<file path="src/rtl/mux_rr_arbiter.sv">
// Four-source round-robin arbiter driving a registered 4:1 data mux.
// Define MUX_ARB_TIMEOUT_EN to enable the MAX_HOLD grant timeout under contention.
module mux_rr_arbiter #(
  parameter int unsigned WIDTH    = 2,
  parameter int unsigned MAX_HOLD = 8
) (
  input  logic             clk,
  input  logic             rst,
  input  logic [3:0]       req,
  input  logic [WIDTH-1:0] in_a,
  input  logic [WIDTH-1:0] in_b,
  input  logic [WIDTH-1:0] in_c,
  input  logic [WIDTH-1:0] in_d,
  output logic [3:0]       gnt,
  output logic [1:0]       sel,
  output logic [WIDTH-1:0] out,
  output logic             out_valid
);

  typedef enum logic {IDLE, GRANT} state_t;

  state_t     state;
  logic [1:0] ptr;
  logic [1:0] rel_ptr;
  logic [1:0] win_idle;
  logic [1:0] win_rel;

  if (MAX_HOLD < 2 || MAX_HOLD > 255) begin : g_bad_hold
    $error("MAX_HOLD out of range 2..255");
  end

  // First requester at or after p, wrapping modulo 4.
  function automatic logic [1:0] pick(input logic [3:0] r, input logic [1:0] p);
    logic [1:0] idx;
    logic       found;
    pick  = p;
    found = 1'b0;
    for (int unsigned i = 0; i < 4; i++) begin
      idx = p + i[1:0];
      if (!found && r[idx]) begin
        pick  = idx;
        found = 1'b1;
      end
    end
  endfunction

  always_comb begin
    rel_ptr  = sel + 2'd1;
    win_idle = pick(req, ptr);
    win_rel  = pick(req, rel_ptr);
  end

`ifdef MUX_ARB_TIMEOUT_EN
  logic [7:0] hold_cnt;

  always_ff @(posedge clk) begin
    if (rst) begin
      state     <= IDLE;
      ptr       <= '0;
      hold_cnt  <= '0;
      gnt       <= '0;
      sel       <= '0;
      out       <= '0;
      out_valid <= 1'b0;
    end else begin
      if (|gnt) begin
        case (sel)
          2'd0:    out <= in_a;
          2'd1:    out <= in_b;
          2'd2:    out <= in_c;
          default: out <= in_d;
        endcase
        out_valid <= 1'b1;
      end else begin
        out_valid <= 1'b0;
      end
      case (state)
        IDLE: begin
          if (|req) begin
            gnt      <= 4'b0001 << win_idle;
            sel      <= win_idle;
            hold_cnt <= '0;
            state    <= GRANT;
          end
        end
        default: begin
          if (!req[sel]) begin
            ptr <= rel_ptr;
            if (|req) begin
              gnt      <= 4'b0001 << win_rel;
              sel      <= win_rel;
              hold_cnt <= '0;
            end else begin
              gnt   <= '0;
              state <= IDLE;
            end
          end else if (hold_cnt == 8'(MAX_HOLD - 1)) begin
            // Owner is still in the search order (last), so win_rel picks another source.
            if (|(req & ~gnt)) begin
              ptr <= rel_ptr;
              gnt <= 4'b0001 << win_rel;
              sel <= win_rel;
            end
            hold_cnt <= '0;
          end else begin
            hold_cnt <= hold_cnt + 8'd1;
          end
        end
      endcase
    end
  end
`else
  always_ff @(posedge clk) begin
    if (rst) begin
      state     <= IDLE;
      ptr       <= '0;
      gnt       <= '0;
      sel       <= '0;
      out       <= '0;
      out_valid <= 1'b0;
    end else begin
      if (|gnt) begin
        case (sel)
          2'd0:    out <= in_a;
          2'd1:    out <= in_b;
          2'd2:    out <= in_c;
          default: out <= in_d;
        endcase
        out_valid <= 1'b1;
      end else begin
        out_valid <= 1'b0;
      end
      case (state)
        IDLE: begin
          if (|req) begin
            gnt   <= 4'b0001 << win_idle;
            sel   <= win_idle;
            state <= GRANT;
          end
        end
        default: begin
          if (!req[sel]) begin
            ptr <= rel_ptr;
            if (|req) begin
              gnt <= 4'b0001 << win_rel;
              sel <= win_rel;
            end else begin
              gnt   <= '0;
              state <= IDLE;
            end
          end
        end
      endcase
    end
  end
`endif

endmodule

</file>
<file path="config.mk">
export PLATFORM = sky130hd
export DESIGN_NAME = mux_rr_arbiter
export DESIGN_NICKNAME = d
export VERILOG_FILES = /design/src/rtl/mux_rr_arbiter.sv
export SDC_FILE = /design/constraint.sdc
export NUM_CORES = 1
export LEC_CHECK = 0
export ABC_AREA = 1
export CORE_AREA = 2 2 53 68
export DETAILED_ROUTE_END_ITERATION = 12
export DIE_AREA = 0 0 55 70
export PLACE_DENSITY = 0.65
export SYNTH_ARGS = -nofsm -noshare
export SYNTH_HDL_FRONTEND = slang
export SYNTH_SLANG_ARGS = --single-unit
</file>
<file path="constraint.sdc">
create_clock -name clk -period 3.7 [get_ports clk]
set_input_delay 0.74 -clock clk [delete_from_list [all_inputs] [get_ports clk]]
set_output_delay 0.74 -clock clk [all_outputs]
set_load 0.01 [all_outputs]
</file>
==> results of run 1 <==
flip-flops by register name, indices dropped and copies added, names as in the netlist:
| name | count |
|---|---|
| out | 2 |
| out_valid | 1 |
| sel | 2 |
| state | 1 |
| ptr | 2 |
| gnt | 4 |
synthesized netlist by cell type:
master	count	area, µm²
buf_4	3	22.5
a21oi_1	6	30.0
nand3_1	35	175
nor2_2	2	12.5
nor2_8	2	40.0
nand2_1	112	420
ha_1	4	50.1
or2_2	1	6.26
nor4_1	2	12.5
nand2_4	2	22.5
inv_4	1	6.26
nor2_1	13	48.8
inv_1	19	71.3
o21ai_1	2	10.0
nand2_2	15	93.8
dfxtp_1	12	240
o21ai_0	10	50.1
buf_2	1	5.00
inv_2	3	11.3
nand3_2	5	50.1
buf_6	2	22.5
per-stage QoR:
stage | hold slack [ns] | std cells | setup slack [ns] | util, % | area (µm²)
after detailed placement | 0.475 | 308 | 1.06 | 49.3 | 1630
after floorplan | 0.507 | 252 | 1.44 | - | 1400
final | 0.492 | 312 | 1.01 | 50.9 | 1680
after CTS | 0.495 | 312 | 1.04 | 50.9 | 1680
after global placement | 0.478 | 308 | 1.06 | 49.3 | 1630
after global routing | 0.539 | 312 | 0.804 | 50.9 | 1680
cells by family (layout without fill, tap and decap cells):
family | count (synthesis) | count (layout) | share of synthesized area (%)
fa+ha+maj | 4 | 4 | 3.57
compound gates | 18 | 18 | 6.43
simple gates | 189 | 189 | 62.9
flops | 12 | 12 | 17.1
buf+inv | 29 | 50 | 9.91
report_power, final:
part,switching [mW],internal [mW],total (mW),leakage (nW)
sequential,0.0513,0.183,0.234,0.0995
clock,0.0545,0.0944,0.149,0.0288
combinational,0.843,0.467,1.31,0.759
total,0.949,0.744,1.69,0.887
per-layer routing:
metal,vias to the layer above,part of all wire (%)
met5,-,0
met4,0,2.0
li1,837,-
met1,701,46
met2,41,48
met3,7,4.7
final cells by class:
class	instances	area (µm²)
inverters	23	88.8
well taps	39	48.8
repair buffers	23	228
multi-input cells	211	1020
fillers	373	1620
clock buffers	4	55.1
flip-flops and latches	12	240
worst max-delay path, cell delays in order, from the launching register on:
cell and delay [ns]:
dfxtp_1 0.30, buf_4 0.22, inv_2 0.19, ha_1 0.62, inv_4 0.13, nand2_1 0.10, nand2_2 0.07, nand2_1 0.10
nand2_4 0.10, nor2_8 0.14, nand3_1 0.09, nand3_1 0.08, nand2_1 0.09, nand2_1 0.09, nand2_1 0.05, nor2_1 0.14
nor2_1 0.06
worst min-delay path by stage:
| stage | from | slack [ns] | end | cells past startpoint |
|---|---|---|---|---|
| 2_1_floorplan | out[0] | 0.51 | out[0] | 2 |
| 3_3_place_gp | out[1] | 0.48 | out[1] | 2 |
| 4_1_cts | out[0] | 0.49 | out[0] | 2 |
| 5_1_grt | out[0] | 0.54 | out[0] | 2 |
| 3_5_place_dp | out[1] | 0.47 | out[1] | 2 |
| 6_report | out[1] | 0.49 | out[1] | 2 |
==> flow_metrics.env, run 1 <==
export IMPL_outcome="completed"
export IMPL_grt_pass1_wl_um=6070
export IMPL_use_met2_pct=34.8
export IMPL_io_pins=23
export IMPL_final_common_cell="nand2_1"
export IMPL_crit_required_ns=3.84
export IMPL_drtIter0Drc=45
export IMPL_slew_violations=0
export IMPL_total_power_mw=1.69
export IMPL_routabilityCongestion=0.797
export IMPL_syn_avg_cell_area_um2=5.56
export IMPL_setup_viol=0
export IMPL_drc_errors=0
export IMPL_num_rows=24
export IMPL_clockBufferDepth=2
export IMPL_cp_start_kind="flip-flop"
export IMPL_clock_fmax_mhz=371
export IMPL_crit_fanout=17
export IMPL_wl_per_cell_um=11.4
export IMPL_nets=292
export IMPL_ys_types=21
export IMPL_crit_type="flip-flop to flip-flop"
export IMPL_numPortBuffers=22
export IMPL_cts_setup_buffers=0
export IMPL_power_leakage_nw=0.887
export IMPL_numClockSinks=12
export IMPL_slew_headroom_pct=64.3
export IMPL_start_util_pct=42.4
export IMPL_synth_nets=270
export IMPL_antenna_cells=0
export IMPL_grt_met1_usage_pct=24.7
export IMPL_grt_busiest_layer="met2"
export IMPL_antenna_found_initial=0
export IMPL_finalHoldViolCount=0
export IMPL_die_w_um=55
export IMPL_die_h_um=70
export IMPL_rsz0062_at_grt="no"
export IMPL_grt_util_all_layers_pct=20.7
export IMPL_ant_nets=0
export IMPL_post_route_period_util_pct=72.8
export IMPL_cts_htree_levels=1
export IMPL_netlist_area_um2=1400
export IMPL_drive_above_1_share_pct=13.2
export IMPL_maxCapViolations=0
export IMPL_hp_class="flip-flop to flip-flop"
export IMPL_r2r_end="gnt[1]"
export IMPL_die_area_um2=3850
export IMPL_cts_root_buffer="clkbuf_8"
export IMPL_cts_made_buffers=3
export IMPL_place_detailed_hpwl_um=2630
export IMPL_final_setup_tns_ns=0
export IMPL_skew_ns=0.00523
export IMPL_endpoint_kind="flip-flop"
export IMPL_reg2reg_depth=16
export IMPL_area_delta_synth_final_pct=20.1
export IMPL_routed_via_count=1586
export IMPL_first_pass_iters=4
export IMPL_layout_common_cells="nand2_1 (112), nand3_1 (35), clkdlybuf4s50_1 (22), inv_1 (19), nand2_2 (15)"
export IMPL_grt_max_degree=18
export IMPL_core_um2=3300
export IMPL_clock_latency_ns=0.25
export IMPL_synthCells=252
export IMPL_finalWirelength_um=3570
export IMPL_overflow=0
export IMPL_cts_clk_slew_worst_paths_ns=0.06
export IMPL_grt_pass1_vias=1492
export IMPL_min_period_ns=2.69
export IMPL_seq_area_frac_synth_pct=17.1
export IMPL_crit_end="gnt[1]"
export IMPL_cts_resized=0
export IMPL_arrival_ns=2.83
export IMPL_reg2reg_slack_ns=1.01
export IMPL_ys_warn_count=0
export IMPL_worst_slew_pin_slew_ns=0.531
export IMPL_ys_seq_elements=12
export IMPL_use_met3_pct=3.85
export IMPL_viasPerCell=5.08
export IMPL_vdd_ir_drop_max_mv=0.539
export IMPL_startpoint="sel[0]"
export IMPL_cellPowerDensity_nw_per_um2=1010
export IMPL_cts_hold_buf=0
export IMPL_cts_tree="built"
export IMPL_r2r_start="sel[0]"
Note: power is estimated with default switching activity, not from simulation.
==> run 2, diff against run 1 <==
--- a/config.mk
+++ b/config.mk
@@ -9,7 +9,7 @@
 export CORE_AREA = 2 2 53 68
 export DETAILED_ROUTE_END_ITERATION = 12
 export DIE_AREA = 0 0 55 70
-export PLACE_DENSITY = 0.65
+export PLACE_DENSITY = 0.68
 export SYNTH_ARGS = -nofsm -noshare
 export SYNTH_HDL_FRONTEND = slang
 export SYNTH_SLANG_ARGS = --single-unit
==> constraint.sdc (replaced) <==
create_clock -name clk -period 2.3 [get_ports clk]
set_input_delay 0.46 -clock clk [delete_from_list [all_inputs] [get_ports clk]]
set_output_delay 0.46 -clock clk [all_outputs]
set_load 0.01 [all_outputs]
==> flow_metrics.env, run 2 (same netlist as run 1, synthesis figures left out) <==
export IMPL_crit_required_ns=2.45
export IMPL_seq_power_share_pct=13.3
export IMPL_viasPerCell=4.97
export IMPL_grt_max_degree=17
export IMPL_comb_power_share_pct=78.3
export IMPL_core_um2=3300
export IMPL_intPower_mw=1.25
export IMPL_min_period_ns=2.06
export IMPL_nFillCells=358
export IMPL_ant_nets=0
export IMPL_antenna_found_initial=0
export IMPL_setup_viol=0
export IMPL_cts_made_buffers=3
export IMPL_layout_common_cells="nand2_1 (112), nand3_1 (35), clkdlybuf4s50_1 (22), inv_1 (19), nand2_2 (15)"
export IMPL_die_area_um2=3850
export IMPL_cts_setup_buffers=0
export IMPL_worst_slew_pin_slew_ns=0.498
export IMPL_grt_util_all_layers_pct=20.6
export IMPL_p_sw_mw=1.51
export IMPL_cp_common_cell="nand2_1"
export IMPL_cts_clk_slew_worst_paths_ns=0.05
export IMPL_routabilityCongestion=0.864
export IMPL_endpoint_kind="flip-flop"
export IMPL_final_util_pct=52.8
export IMPL_cp_top_family="simple AND/OR/NAND/NOR gates"
export IMPL_nets=300
export IMPL_routed_via_count=1590
export IMPL_io_pins=23
export IMPL_final_setup_tns_ns=0
export IMPL_drive_above_1_share_pct=15.7
export IMPL_outcome="completed"
export IMPL_antenna_cells=0
export IMPL_drtIter0Drc=24
export IMPL_hp_class="flip-flop to flip-flop"
export IMPL_post_route_period_util_pct=89.7
export IMPL_area_sequential_um2=240
export IMPL_crit_fanout=9
export IMPL_cts_htree_levels=1
export IMPL_cellPowerDensity_nw_per_um2=1580
export IMPL_place_detailed_hpwl_um=2700
export IMPL_vdd_ir_drop_max_mv=1.03
export IMPL_cts_root_buffer="clkbuf_8"
export IMPL_final_cell_area_um2=1740
export IMPL_arrival_ns=2.21
export IMPL_cp_start_kind="flip-flop"
export IMPL_overflow=0
export IMPL_hold_slack_ns=0.490
export IMPL_grt_pass1_vias=1543
export IMPL_grt_pass1_wl_um=6150
export IMPL_clock_latency_ns=0.24
export IMPL_numPortBuffers=22
export IMPL_clock_fmax_mhz=485
export IMPL_cp_slowest_cell="ha_1"
export IMPL_crit_chain="inv_1 -> ha_1 -> inv_4 -> nand2_1 -> nand2_2 -> nand2_1 -> nand2_4 -> nand3_1 -> nand2_1 -> nand2_1 -> nand2_1 -> nand2_1 -> nand2_1 -> nand3_1 -> nand2_1 -> inv_1"
export IMPL_clockBufferDepth=2
export IMPL_area_delta_synth_final_pct=24.4
export IMPL_cts_tree="built"
export IMPL_maxCapViolations=0
export IMPL_slew_violations=0
export IMPL_swShare_pct=54.7
export IMPL_place_area_um2=1690
export IMPL_top_register="gnt"
export IMPL_finalWirelength_um=3470
export IMPL_slew_headroom_pct=66.6
export IMPL_drc_errors=0
export IMPL_largest_register_ffs=4
export IMPL_cts_hold_buf=0
export IMPL_power_leakage_nw=0.927
export IMPL_numClockSinks=12
export IMPL_power_frac_clock_pct=8.5
export IMPL_num_rows=24
export IMPL_finalHoldViolCount=0
export IMPL_die_h_um=70
export IMPL_wl_per_cell_um=10.8
export IMPL_die_w_um=55
export IMPL_skew_ns=0.00236
export IMPL_multi_input_area_um2=1020
export IMPL_crit_type="flip-flop to flip-flop"
export IMPL_cts_resized=0
export IMPL_first_pass_iters=4
export IMPL_total_power_mw=2.76
export IMPL_cp_num_buf_inv=3
export IMPL_cpPeakStageDelay_ns=0.36
export IMPL_rsz0062_at_grt="no"
export IMPL_final_common_cell="nand2_1"
export IMPL_start_util_pct=42.4
[run 2: layout make-up]
cell class / instances / area share, %
Inverter: 23 / 5.10
Clock buffer: 4 / 3.16
Timing Repair Buffer: 31 / 16.5
Sequential cell: 12 / 13.8
Tap cell: 39 / 2.80
Multi-Input combinational cell: 211 / 58.7
[run 2: tightest hold or removal path, cell delays in order, from the launching register on]
cell and delay (ns):
dfxtp_1 0.32, nand3_1 0.07, o21ai_0 0.06
[run 2: worst paths after layout]
kind | startpoint | end | slack [ns] | cells after the start
setup reg to reg | sel[1] | gnt[3] | 0.24 | 16
setup / recovery | sel[1] | gnt[3] | 0.24 | 16
hold / removal | out[1] | out[1] | 0.49 | 2
hold reg to reg | out[1] | out[1] | 0.49 | 2
[run 2: metrics by stage]
stage                     cells  setup WS (ns)
after floorplan             252         0.0375
after global placement      316         0.0223
after detailed placement    316         0.0176
after CTS                   320          0.237
after global routing        320         0.0260
final                       320          0.236
[run 2: per-layer routing]
| layer | wire (µm) | track usage [%] | vias up |
|---|---|---|---|
| li1 | - | - | 855 |
| met1 | 1630 | 24.4 | 702 |
| met2 | 1710 | 38.1 | 29 |
| met3 | 103 | 2.56 | 4 |
| met4 | 31 | 3.25 | 0 |
| met5 | 0 | 0 | - |
[run 2: power groups by stage]
stage | Combinational, mW | Sequential [mW] | Clock (mW)
global route | 2.45 | 0.375 | 0.246
floorplan | 1.63 | 0.394 | 0
finish | 2.16 | 0.365 | 0.233
CTS | 2.17 | 0.363 | 0.236
global placement | 2.14 | 0.369 | 0
detailed placement | 2.16 | 0.364 | 0
==> run 3, diff against run 2 <==
--- a/config.mk
+++ b/config.mk
@@ -10,6 +10,7 @@
 export DETAILED_ROUTE_END_ITERATION = 12
 export DIE_AREA = 0 0 55 70
 export PLACE_DENSITY = 0.68
+export SKIP_CTS_REPAIR_TIMING = 1
 export SYNTH_ARGS = -nofsm -noshare
 export SYNTH_HDL_FRONTEND = slang
 export SYNTH_SLANG_ARGS = --single-unit
==> results of run 3 <==
Final layout, timing and power as in run 2 (identical DEF).
